## src/rtl/game_pkg.sv

```systemverilog
// Shared definitions for the inter-board game link: frame tags, player codes,
// decoder state encoding and the published remote-player record.
package game_pkg;

  localparam logic [2:0] UART_TAG_HDR  = 3'd0;
  localparam logic [2:0] UART_TAG_XLO  = 3'd1;
  localparam logic [2:0] UART_TAG_XHI  = 3'd2;
  localparam logic [2:0] UART_TAG_YHI  = 3'd3;
  localparam logic [2:0] UART_TAG_YLO  = 3'd4;
  localparam logic [2:0] UART_TAG_COLL = 3'd5;

  localparam logic [1:0] PLAYER_NONE = 2'b00;
  localparam logic [1:0] PLAYER_1    = 2'b01;
  localparam logic [1:0] PLAYER_2    = 2'b11;

  typedef enum logic {
    S_WAIT,
    S_PARSE
  } uart_dec_state_t;

  typedef struct packed {
    logic [1:0] player;
    logic [7:0] x;
    logic [7:0] y;
    logic       collision;
  } remote_state_t;

  function automatic logic [7:0] sat_inc8(input logic [7:0] v);
    return (v == 8'hFF) ? v : v + 8'd1;
  endfunction

  // Bit 7 must be clear; the header and collision bytes also carry reserved zeros.
  function automatic logic byte_well_formed(input logic [7:0] b);
    logic ok;
    ok = ~b[7];
    case (b[2:0])
      UART_TAG_HDR:  ok = ok & (b[6:5] == 2'b00);
      UART_TAG_COLL: ok = ok & (b[6:4] == 3'b000);
      3'd6, 3'd7:    ok = 1'b0;
      default:       ok = ok;
    endcase
    return ok;
  endfunction

  // Codes 01 and 11 name a real player; 00 and 10 mean nobody is playing.
  function automatic logic player_active(input logic [1:0] p);
    return p[0];
  endfunction

endpackage

```

## src/rtl/uart_decoder.sv

```systemverilog
// Pops bytes from the RX FIFO, reassembles 6-byte tagged position frames and
// publishes the remote player state atomically, with frame and link timeouts.
module uart_decoder
  import game_pkg::*;
#(
  parameter int FRAME_TIMEOUT = 100_000,
  parameter int LINK_TIMEOUT  = 5_000_000
) (
  input  logic       clk,
  input  logic       rst,
  input  logic       rx_empty,
  input  logic [7:0] r_data,
  output logic       rd_uart,
  output logic [1:0] remote_player,
  output logic [7:0] remote_x,
  output logic [7:0] remote_y,
  output logic       remote_collision,
  output logic       frame_valid,
  output logic       link_up,
  output logic [7:0] err_count
);

  localparam int FW = $clog2(FRAME_TIMEOUT + 1);
  localparam int LW = $clog2(LINK_TIMEOUT + 1);
  localparam logic [FW-1:0] FRAME_LAST = FW'(FRAME_TIMEOUT - 1);
  localparam logic [LW-1:0] LINK_MAX   = LW'(LINK_TIMEOUT);

  uart_dec_state_t r_state;
  logic [7:0]      r_byte;
  logic [2:0]      r_exp;
  remote_state_t   r_shadow;
  remote_state_t   r_remote;
  logic            r_publish;
  logic            r_frameValid;
  logic [7:0]      r_errCount;
  logic [FW-1:0]   r_frameTimer;
  logic [LW-1:0]   r_linkTimer;
  logic            r_linkUp;

  logic [2:0] w_tag;
  logic       w_wellFormed;
  logic       w_tagMatch;
  logic       w_frameTimeout;

  assign w_tag          = r_byte[2:0];
  assign w_wellFormed   = byte_well_formed(r_byte);
  assign w_tagMatch     = (w_tag == r_exp);
  assign w_frameTimeout = (r_state == S_WAIT) && (r_exp != 3'd0) && (r_frameTimer == FRAME_LAST);

  // Pop is gated by reset so a FIFO with data never loses a byte while we are held in reset.
  assign rd_uart = (r_state == S_WAIT) && !rx_empty && !rst;

  // Byte FSM, frame parser, shadow registers and the atomic copy to the outputs.
  always_ff @(posedge clk or posedge rst) begin
    if (rst) begin
      r_state      <= S_WAIT;
      r_byte       <= 8'h00;
      r_exp        <= UART_TAG_HDR;
      r_shadow     <= '0;
      r_remote     <= '0;
      r_publish    <= 1'b0;
      r_frameValid <= 1'b0;
      r_errCount   <= 8'h00;
    end else begin
      r_publish    <= 1'b0;
      r_frameValid <= 1'b0;

      if (r_publish) begin
        r_frameValid    <= 1'b1;
        r_remote.player <= r_shadow.player;
        if (player_active(r_shadow.player)) begin
          r_remote.x         <= r_shadow.x;
          r_remote.y         <= r_shadow.y;
          r_remote.collision <= r_shadow.collision;
        end
      end

      case (r_state)
        S_WAIT: begin
          if (!rx_empty) begin
            r_byte  <= r_data;
            r_state <= S_PARSE;
          end
        end
        S_PARSE: begin
          r_state <= S_WAIT;
          if (w_wellFormed && (w_tagMatch || w_tag == UART_TAG_HDR)) begin
            case (w_tag)
              UART_TAG_HDR:  r_shadow.player    <= r_byte[4:3];
              UART_TAG_XLO:  r_shadow.x[3:0]    <= r_byte[6:3];
              UART_TAG_XHI:  r_shadow.x[7:4]    <= r_byte[6:3];
              UART_TAG_YHI:  r_shadow.y[7:4]    <= r_byte[6:3];
              UART_TAG_YLO:  r_shadow.y[3:0]    <= r_byte[6:3];
              UART_TAG_COLL: r_shadow.collision <= r_byte[3];
              default: ;
            endcase
            // A header arriving mid-frame aborts the old frame but starts a new one.
            if (!w_tagMatch) begin
              r_errCount <= sat_inc8(r_errCount);
              r_exp      <= 3'd1;
            end else if (w_tag == UART_TAG_COLL) begin
              r_exp     <= UART_TAG_HDR;
              r_publish <= 1'b1;
            end else begin
              r_exp <= r_exp + 3'd1;
            end
          end else if (r_exp == UART_TAG_HDR && w_tag != UART_TAG_HDR) begin
            r_exp <= UART_TAG_HDR;
          end else begin
            r_exp      <= UART_TAG_HDR;
            r_errCount <= sat_inc8(r_errCount);
          end
        end
        default: r_state <= S_WAIT;
      endcase

      if (w_frameTimeout) begin
        r_exp      <= UART_TAG_HDR;
        r_errCount <= sat_inc8(r_errCount);
      end
    end
  end

  // Inter-byte timer only runs while a frame is open and restarts whenever a byte is handled.
  always_ff @(posedge clk or posedge rst) begin
    if (rst) begin
      r_frameTimer <= '0;
    end else if (r_state == S_PARSE || r_exp == UART_TAG_HDR || w_frameTimeout) begin
      r_frameTimer <= '0;
    end else begin
      r_frameTimer <= r_frameTimer + 1'b1;
    end
  end

  // Link watchdog: a fresh frame always wins over a simultaneous expiry.
  always_ff @(posedge clk or posedge rst) begin
    if (rst) begin
      r_linkTimer <= '0;
      r_linkUp    <= 1'b0;
    end else if (r_publish) begin
      r_linkTimer <= '0;
      r_linkUp    <= 1'b1;
    end else begin
      if (r_linkTimer != LINK_MAX) begin
        r_linkTimer <= r_linkTimer + 1'b1;
      end
      if (r_linkTimer == LINK_MAX) begin
        r_linkUp <= 1'b0;
      end
    end
  end

  assign remote_player    = r_remote.player;
  assign remote_x         = r_remote.x;
  assign remote_y         = r_remote.y;
  assign remote_collision = r_remote.collision;
  assign frame_valid      = r_frameValid;
  assign link_up          = r_linkUp;
  assign err_count        = r_errCount;

endmodule

```

## config.mk

```make
export PLATFORM = sky130hd
export DESIGN_NAME = uart_decoder
export DESIGN_NICKNAME = d
export VERILOG_FILES = /design/src/rtl/game_pkg.sv /design/src/rtl/uart_decoder.sv
export SDC_FILE = /design/constraint.sdc
export NUM_CORES = 1
export LEC_CHECK = 0
export ABC_AREA = 1
export CORE_MARGIN = 4
export CORE_UTILIZATION = 58
export DETAILED_ROUTE_END_ITERATION = 16
export GPL_ROUTABILITY_DRIVEN = 0
export PLACE_DENSITY = 0.9
export SLEW_MARGIN = 10
export SYNTH_ARGS = -nofsm -noshare
export SYNTH_HDL_FRONTEND = slang
export SYNTH_SLANG_ARGS = --single-unit
```

## constraint.sdc

```tcl
create_clock -name clk -period 4.6 [get_ports clk]
set_input_delay 0.92 -clock clk [delete_from_list [all_inputs] [get_ports clk]]
set_output_delay 0.92 -clock clk [all_outputs]
set_load 0.02 [all_outputs]
```

==> impl_metrics.ini, run 1 <==
[outcome]
outcome = completed

[drt]
first_iter_violations = 190
wire_per_inst_microns = 14.4
num_vias = 3955
first_pass_iters = 5
ant_nets = 0
drt_wl_total_microns = 10100
drc_errors = 0
vias_per_cell = 5.63

[synth]
netlist_area_sq_mm = 0.00486
ys.flop_type = dfrtp_1
synth_top_area_cell = dfrtp_1
synth_nets = 563
ys_ff_latch = 101
yosys.area.top_type_share = 0.520
syn_avg_cell_area_sq_um = 8.91
netlist_top_cells_count = 118 x nand2_1, 101 x dfrtp_1, 64 x nor2_1
synth_edf_count = 0
yosysWarnings = 0
synthCells = 546
ys_seq_area_frac = 0.520
async_flop_share = 1.00
synth.most_common_cell = nand2_1
synth.area.top_cells = dfrtp_1 52%, nand2_1 9.1%, nor2_1 4.9%, mux2_2 3.9%, inv_1 3.6%
yosys.cell_types.count = 36

[cts]
holdBufCountCts = 0
cts_setup_buffers = 0
cts_tree = yes
cts-root-buf = clkbuf_8
cts_resized = 0
cts_max_level = 3
clk-insertion-delay-late_ns = 0.36
cts_buffers = 9
path_clk_slew_ns = 0.10
cts.sinks = 101
cts_buffer_depth = 2

[pwr]
p_total_w = 0.00214
p_leak_nw = 2.55
ir_worst_vdd_v = 0.000231
cellPowerDensity_mw_per_mm2 = 385

[timing]
finalMaxSlewViolations = 0
fmax_mhz = 305
finClkSkew_ns = 0.0111
tightest_slew_ns = 0.693
hold_viol = 0
slew_headroom = 0.537
whs_ns = 0.475
setup_tns_ns = 0
fin_crit_ns = 3.28
grt_setup_unrepaired = no
setup_viol = 0
period_share = 0.712

[floorplan]
fp.dieW_microns = 99.6
fp-row-count = 33
ios = 41
initial_core_util = 0.595
die-area_sq_mm = 0.00991
dieHeight_microns = 99.6
coreArea_sq_mm = 0.00818

[setup_path]
cp.arrival_ns = 2.36
r2r-end = r_frameTimer[9]$_DFF_PP0_
path_depth = 6
critical-path-slowest-cell = clkdlybuf4s50_1
required_ns = 3.68
path_buf_inv = 4
cpPeakStageDelay_ns = 0.61
r2r_slack_ns = 2.67
worstSetupStartpointType = input pin
cp-startpoint = rx_empty
ff2ff_path_depth = 9
crit_chain = clkdlybuf4s50_1, nor2_1, buf_4, inv_1, nor2_1, clkdlybuf4s50_1
worstSetupEndpointType = output port
setup.worst_path.end = rd_uart
worstSetupPathType = input pin to output port
critPathTopFamily = buffers and inverters
r2r-start = r_exp[0]$_DFFE_PP0P_
critPathMaxFanout = 17

[final_layout]
post-route-util = 0.680
num_antenna_cells = 0
n_fill_cell = 603
layout-drive-gt1-share = 0.109
multi_input_area_sq_mm = 0.00209
area_growth_pct = 14.3
nets = 609
final-seq-area_sq_mm = 0.00253
fin_cells = 702

[global_routing]
use_met3 = 0.0386
antenna_found_initial = 0
grt_pass1_wl_microns = 17400
gr-max-usage-layer = met2
met2_usage = 0.353
grtUsageMet1 = 0.277
grt_max_degree = 45
gr-usage-all-layers = 0.213
overflow = 0
grt_pass1_vias = 3907

[place]
dp_hpwl_microns = 7100
portBuffers = 40
dp_cells = 686

[job]
maxCapViolCount = 0

[min_path]
whs_path_depth = 1
hold_start = r_frameTimer[0]$_DFF_PP0_
hold_class = register to register
-- worst register-to-register path: stages (launching register included) --
cell and delay (ns):
dfrtp_1 0.44, inv_1 0.09, ha_1 0.22, inv_1 0.08, nor2_1 0.05, nor2_2 0.19, nand2_1 0.31, inv_1 0.23
o21ai_0 0.13, a21oi_1 0.14
-- power breakdown --
part / internal (W) / total [W] / switching (W) / leakage, nW
clock: 0.000210 / 0.000538 / 0.000328 / 0.0914
combinational: 0.000178 / 0.000471 / 0.000293 / 1.09
sequential: 0.00101 / 0.00113 / 0.000122 / 1.36
total: 0.00140 / 0.00214 / 0.000743 / 2.55
-- kinds of logic (layout without fill, tap and decap cells) --
logic type                 count (synthesis)  after routing  share of synthesized area
xor gates and xnor gates                  23             23                     0.0414
buffers and inverters                     58            109                     0.0494
muxes                                     17             17                     0.0394
and+or+nand+nor                          276            276                      0.262
AOI/OAI and AO/OA                         65             65                     0.0726
DFF                                      101            101                      0.520
adders and majority gates                  6              6                     0.0154
-- metrics by stage --
stage,area (sq um),setup WS (ns)
global placement,5370,1.34
finish,5560,1.32
CTS,5560,1.32
detailed placement,5370,1.33
global route,5560,1.23
floorplan,4860,1.03
-- layout make-up --
type                       instances  area share
clock buffer                       9      0.0223
clock inverter                     7      0.0119
inverter                          50      0.0342
multi-input combinational        387       0.377
sequential                       101       0.455
tap                              105      0.0236
timing repair buffer              43      0.0761
-- metal layers --
metal | part of all wire | wire length (microns) | vias to the layer above
met2 | 0.50 | 5100 | 142
met1 | 0.42 | 4210 | 1885
met5 | 0 | 0 | -
met4 | 0.027 | 271 | 0
li1 | - | - | 1895
met3 | 0.051 | 516 | 33
-- sequential cells by signal, summed over array words and instances (netlist names) --
signal	count
r_linkTimer	23
r_frameTimer	17
r_shadow	19
remote_x	8
frame_valid	1
remote_y	8
r_byte	8
remote_collision	1
r_publish	1
r_exp	3
link_up	1
err_count	8
r_state	1
remote_player	2
-- worst min path at each step --
stage | to
finish | r_frameTimer[0]$_DFF_PP0_
detailed placement | r_frameTimer[0]$_DFF_PP0_
global route | r_frameTimer[0]$_DFF_PP0_
global placement | r_frameTimer[0]$_DFF_PP0_
floorplan | frame_valid$_DFF_PP0_
CTS | r_frameTimer[0]$_DFF_PP0_
-- layout by cell type (no fill, tap or decap), types with 2 or more instances in the layout --
cell,synthesis,final
nand2_2,6,6
clkinvlp_4,0,2
inv_2,4,4
ha_1,6,6
nand2_4,3,3
nor2_4,2,2
nor3_1,21,21
xnor2_1,7,7
mux2_2,17,17
dfrtp_1,101,101
inv_8,0,3
nor2_1,64,64
nand3_2,2,2
buf_4,0,3
xor2_1,16,16
o21ai_1,15,15
nand4_1,25,25
inv_1,46,45
clkinv_4,0,2
o21ai_0,25,25
clkdlybuf4s50_1,0,40
nor2_2,5,5
a21oi_1,18,18
nand2_1,118,118
nand3_1,24,24
clkbuf_8,0,9
nand3_4,2,2
Power figures use the tool's default switching activity.
==> run 2: changes to the inputs <==
- clock period: 4.6 -> 3.43 ns (I/O delays scaled with it)
==> run 2 against run 1 <==
  * First-iteration DRC count up 67%
  * Hold slack worse by 0.011 ns
  * Total power rose by 36%
==> impl_metrics.ini, run 2 (synthesis gave the netlist of run 1 again) <==
[global_routing]
antenna_found_initial = 0
gr-usage-all-layers = 0.213
overflow = 0
grt_pass1_wl_microns = 17300
grt_pass1_vias = 3835
grt_max_degree = 57

[timing]
tightest_slew_ns = 0.739
period_share = 0.793
finClkSkew_ns = 0.0153
hold_viol = 0
slew_headroom = 0.506
setup_tns_ns = 0
fmax_mhz = 368
fin_crit_ns = 2.72
grt_setup_unrepaired = no
finalMaxSlewViolations = 0
setup_viol = 0

[pwr]
switchingPower_w = 0.00103
switching_share = 0.352
cellPowerDensity_mw_per_mm2 = 523
p_clk_frac = 0.263
ir_worst_vdd_v = 0.000355
p_total_w = 0.00292
combPwrFrac = 0.216
p_int_w = 0.00189
p_leak_nw = 2.56
seqPwrFrac = 0.521

[setup_path]
critPathTopFamily = buffers and inverters
worstSetupEndpointType = output port
critical-path-slowest-cell = clkdlybuf4s50_1
critPathMaxFanout = 2
ff2ff_path_depth = 10
path_buf_inv = 3
cpPeakStageDelay_ns = 0.61
path_depth = 5
worstSetupStartpointType = input pin
crit_chain = clkdlybuf4s50_1, nor2_1, inv_1, nor2_1, clkdlybuf4s50_1
required_ns = 2.74
cp.arrival_ns = 2.03
worstSetupPathType = input pin to output port

[cts]
cts_buffer_depth = 2
clk-insertion-delay-late_ns = 0.38
cts_buffers = 9
cts_setup_buffers = 0
cts-root-buf = clkbuf_8
cts_max_level = 3
cts.sinks = 101
cts_resized = 0
cts_tree = yes
path_clk_slew_ns = 0.10
holdBufCountCts = 0

[drt]
ant_nets = 0
drc_errors = 0
first_iter_violations = 318
vias_per_cell = 5.70
drt_wl_total_microns = 10200
num_vias = 3997
first_pass_iters = 5
wire_per_inst_microns = 14.6

[floorplan]
ios = 41
initial_core_util = 0.595
coreArea_sq_mm = 0.00818
die-area_sq_mm = 0.00991
fp-row-count = 33
dieHeight_microns = 99.6
fp.dieW_microns = 99.6

[min_path]
whs_path_depth = 1
hold_class = register to register

[outcome]
outcome = completed

[job]
maxCapViolCount = 0

[final_layout]
largest_register_ffs = 23
num_antenna_cells = 0
nets = 608
final_cell_mix = 118 x nand2_1, 101 x dfrtp_1, 64 x nor2_1
post-route-util = 0.683
area_growth_pct = 14.8
reg.largest.list = r_linkTimer (23), r_shadow (19), r_frameTimer (17)
largest_register = r_linkTimer
mostFrequentLayoutCell = nand2_1
layout-drive-gt1-share = 0.107

[place]
portBuffers = 40
dp_hpwl_microns = 7030
-- run 2: cell types whose count changed in the layout (fill, tap and decap cells not counted), sizes merged --
cell,delta
clkinvlp,-2
buf,-1
clkinv,+1
inv,+1
-- run 2: cell type report --
cell class | count | area [sq um]
timing repair buffer | 42 | 428
clock inverter | 7 | 86.3
clock buffer | 9 | 124
inverter | 50 | 190
fill | 574 | 2590
multi-input combinational | 387 | 2090
sequential | 101 | 2530
tap | 105 | 131
-- run 2: path summary, 6_finish.rpt --
check / endpoint / from / slack, ns
setup / recovery: rd_uart / rx_empty / 0.71
hold / removal: r_frameTimer[0]$_DFF_PP0_ / r_frameTimer[0]$_DFF_PP0_ / 0.46
setup reg to reg: err_count[4]$_DFFE_PP0P_ / r_exp[0]$_DFFE_PP0P_ / 1.50
hold reg to reg: r_frameTimer[0]$_DFF_PP0_ / r_frameTimer[0]$_DFF_PP0_ / 0.46
max in group asynchronous: r_linkTimer[7]$_DFFE_PP0P_ / rst / 2.01
min in group asynchronous: remote_y[0]$_DFFE_PP0P_ / rst / 0.73
-- run 2: routing by layer --
metal | share of wire | GRT usage | wire (microns) | up-vias
met4 | 0.028 | 0.0935 | 289 | 0
met1 | 0.42 | 0.273 | 4310 | 1897
met2 | 0.49 | 0.354 | 5020 | 172
met3 | 0.058 | 0.0428 | 589 | 43
li1 | - | - | - | 1885
met5 | 0 | 0 | 0 | -
-- run 2: stage by stage --
step | instance area, sq um | instances | hold slack, ns | setup slack (ns)
final | 5580 | 701 | 0.463 | 0.710
after global routing | 5580 | 701 | 0.475 | 0.633
after CTS | 5580 | 701 | 0.464 | 0.700
after detailed placement | 5370 | 685 | 0.450 | 0.713
after global placement | 5370 | 685 | 0.450 | 0.797
after floorplan | 4860 | 546 | 0.431 | 0.0969
-- run 2: power groups by stage --
| stage | registers (W) | logic (W) | clock network, W |
|---|---|---|---|
| 3_5_place_dp | 0.00153 | 0.000626 | 0 |
| 4_1_cts | 0.00152 | 0.000632 | 0.000773 |
| 6_report | 0.00152 | 0.000629 | 0.000768 |
| 5_1_grt | 0.00155 | 0.000708 | 0.000826 |
| 3_3_place_gp | 0.00153 | 0.000588 | 0 |
| 2_1_floorplan | 0.00152 | 0.000428 | 0 |
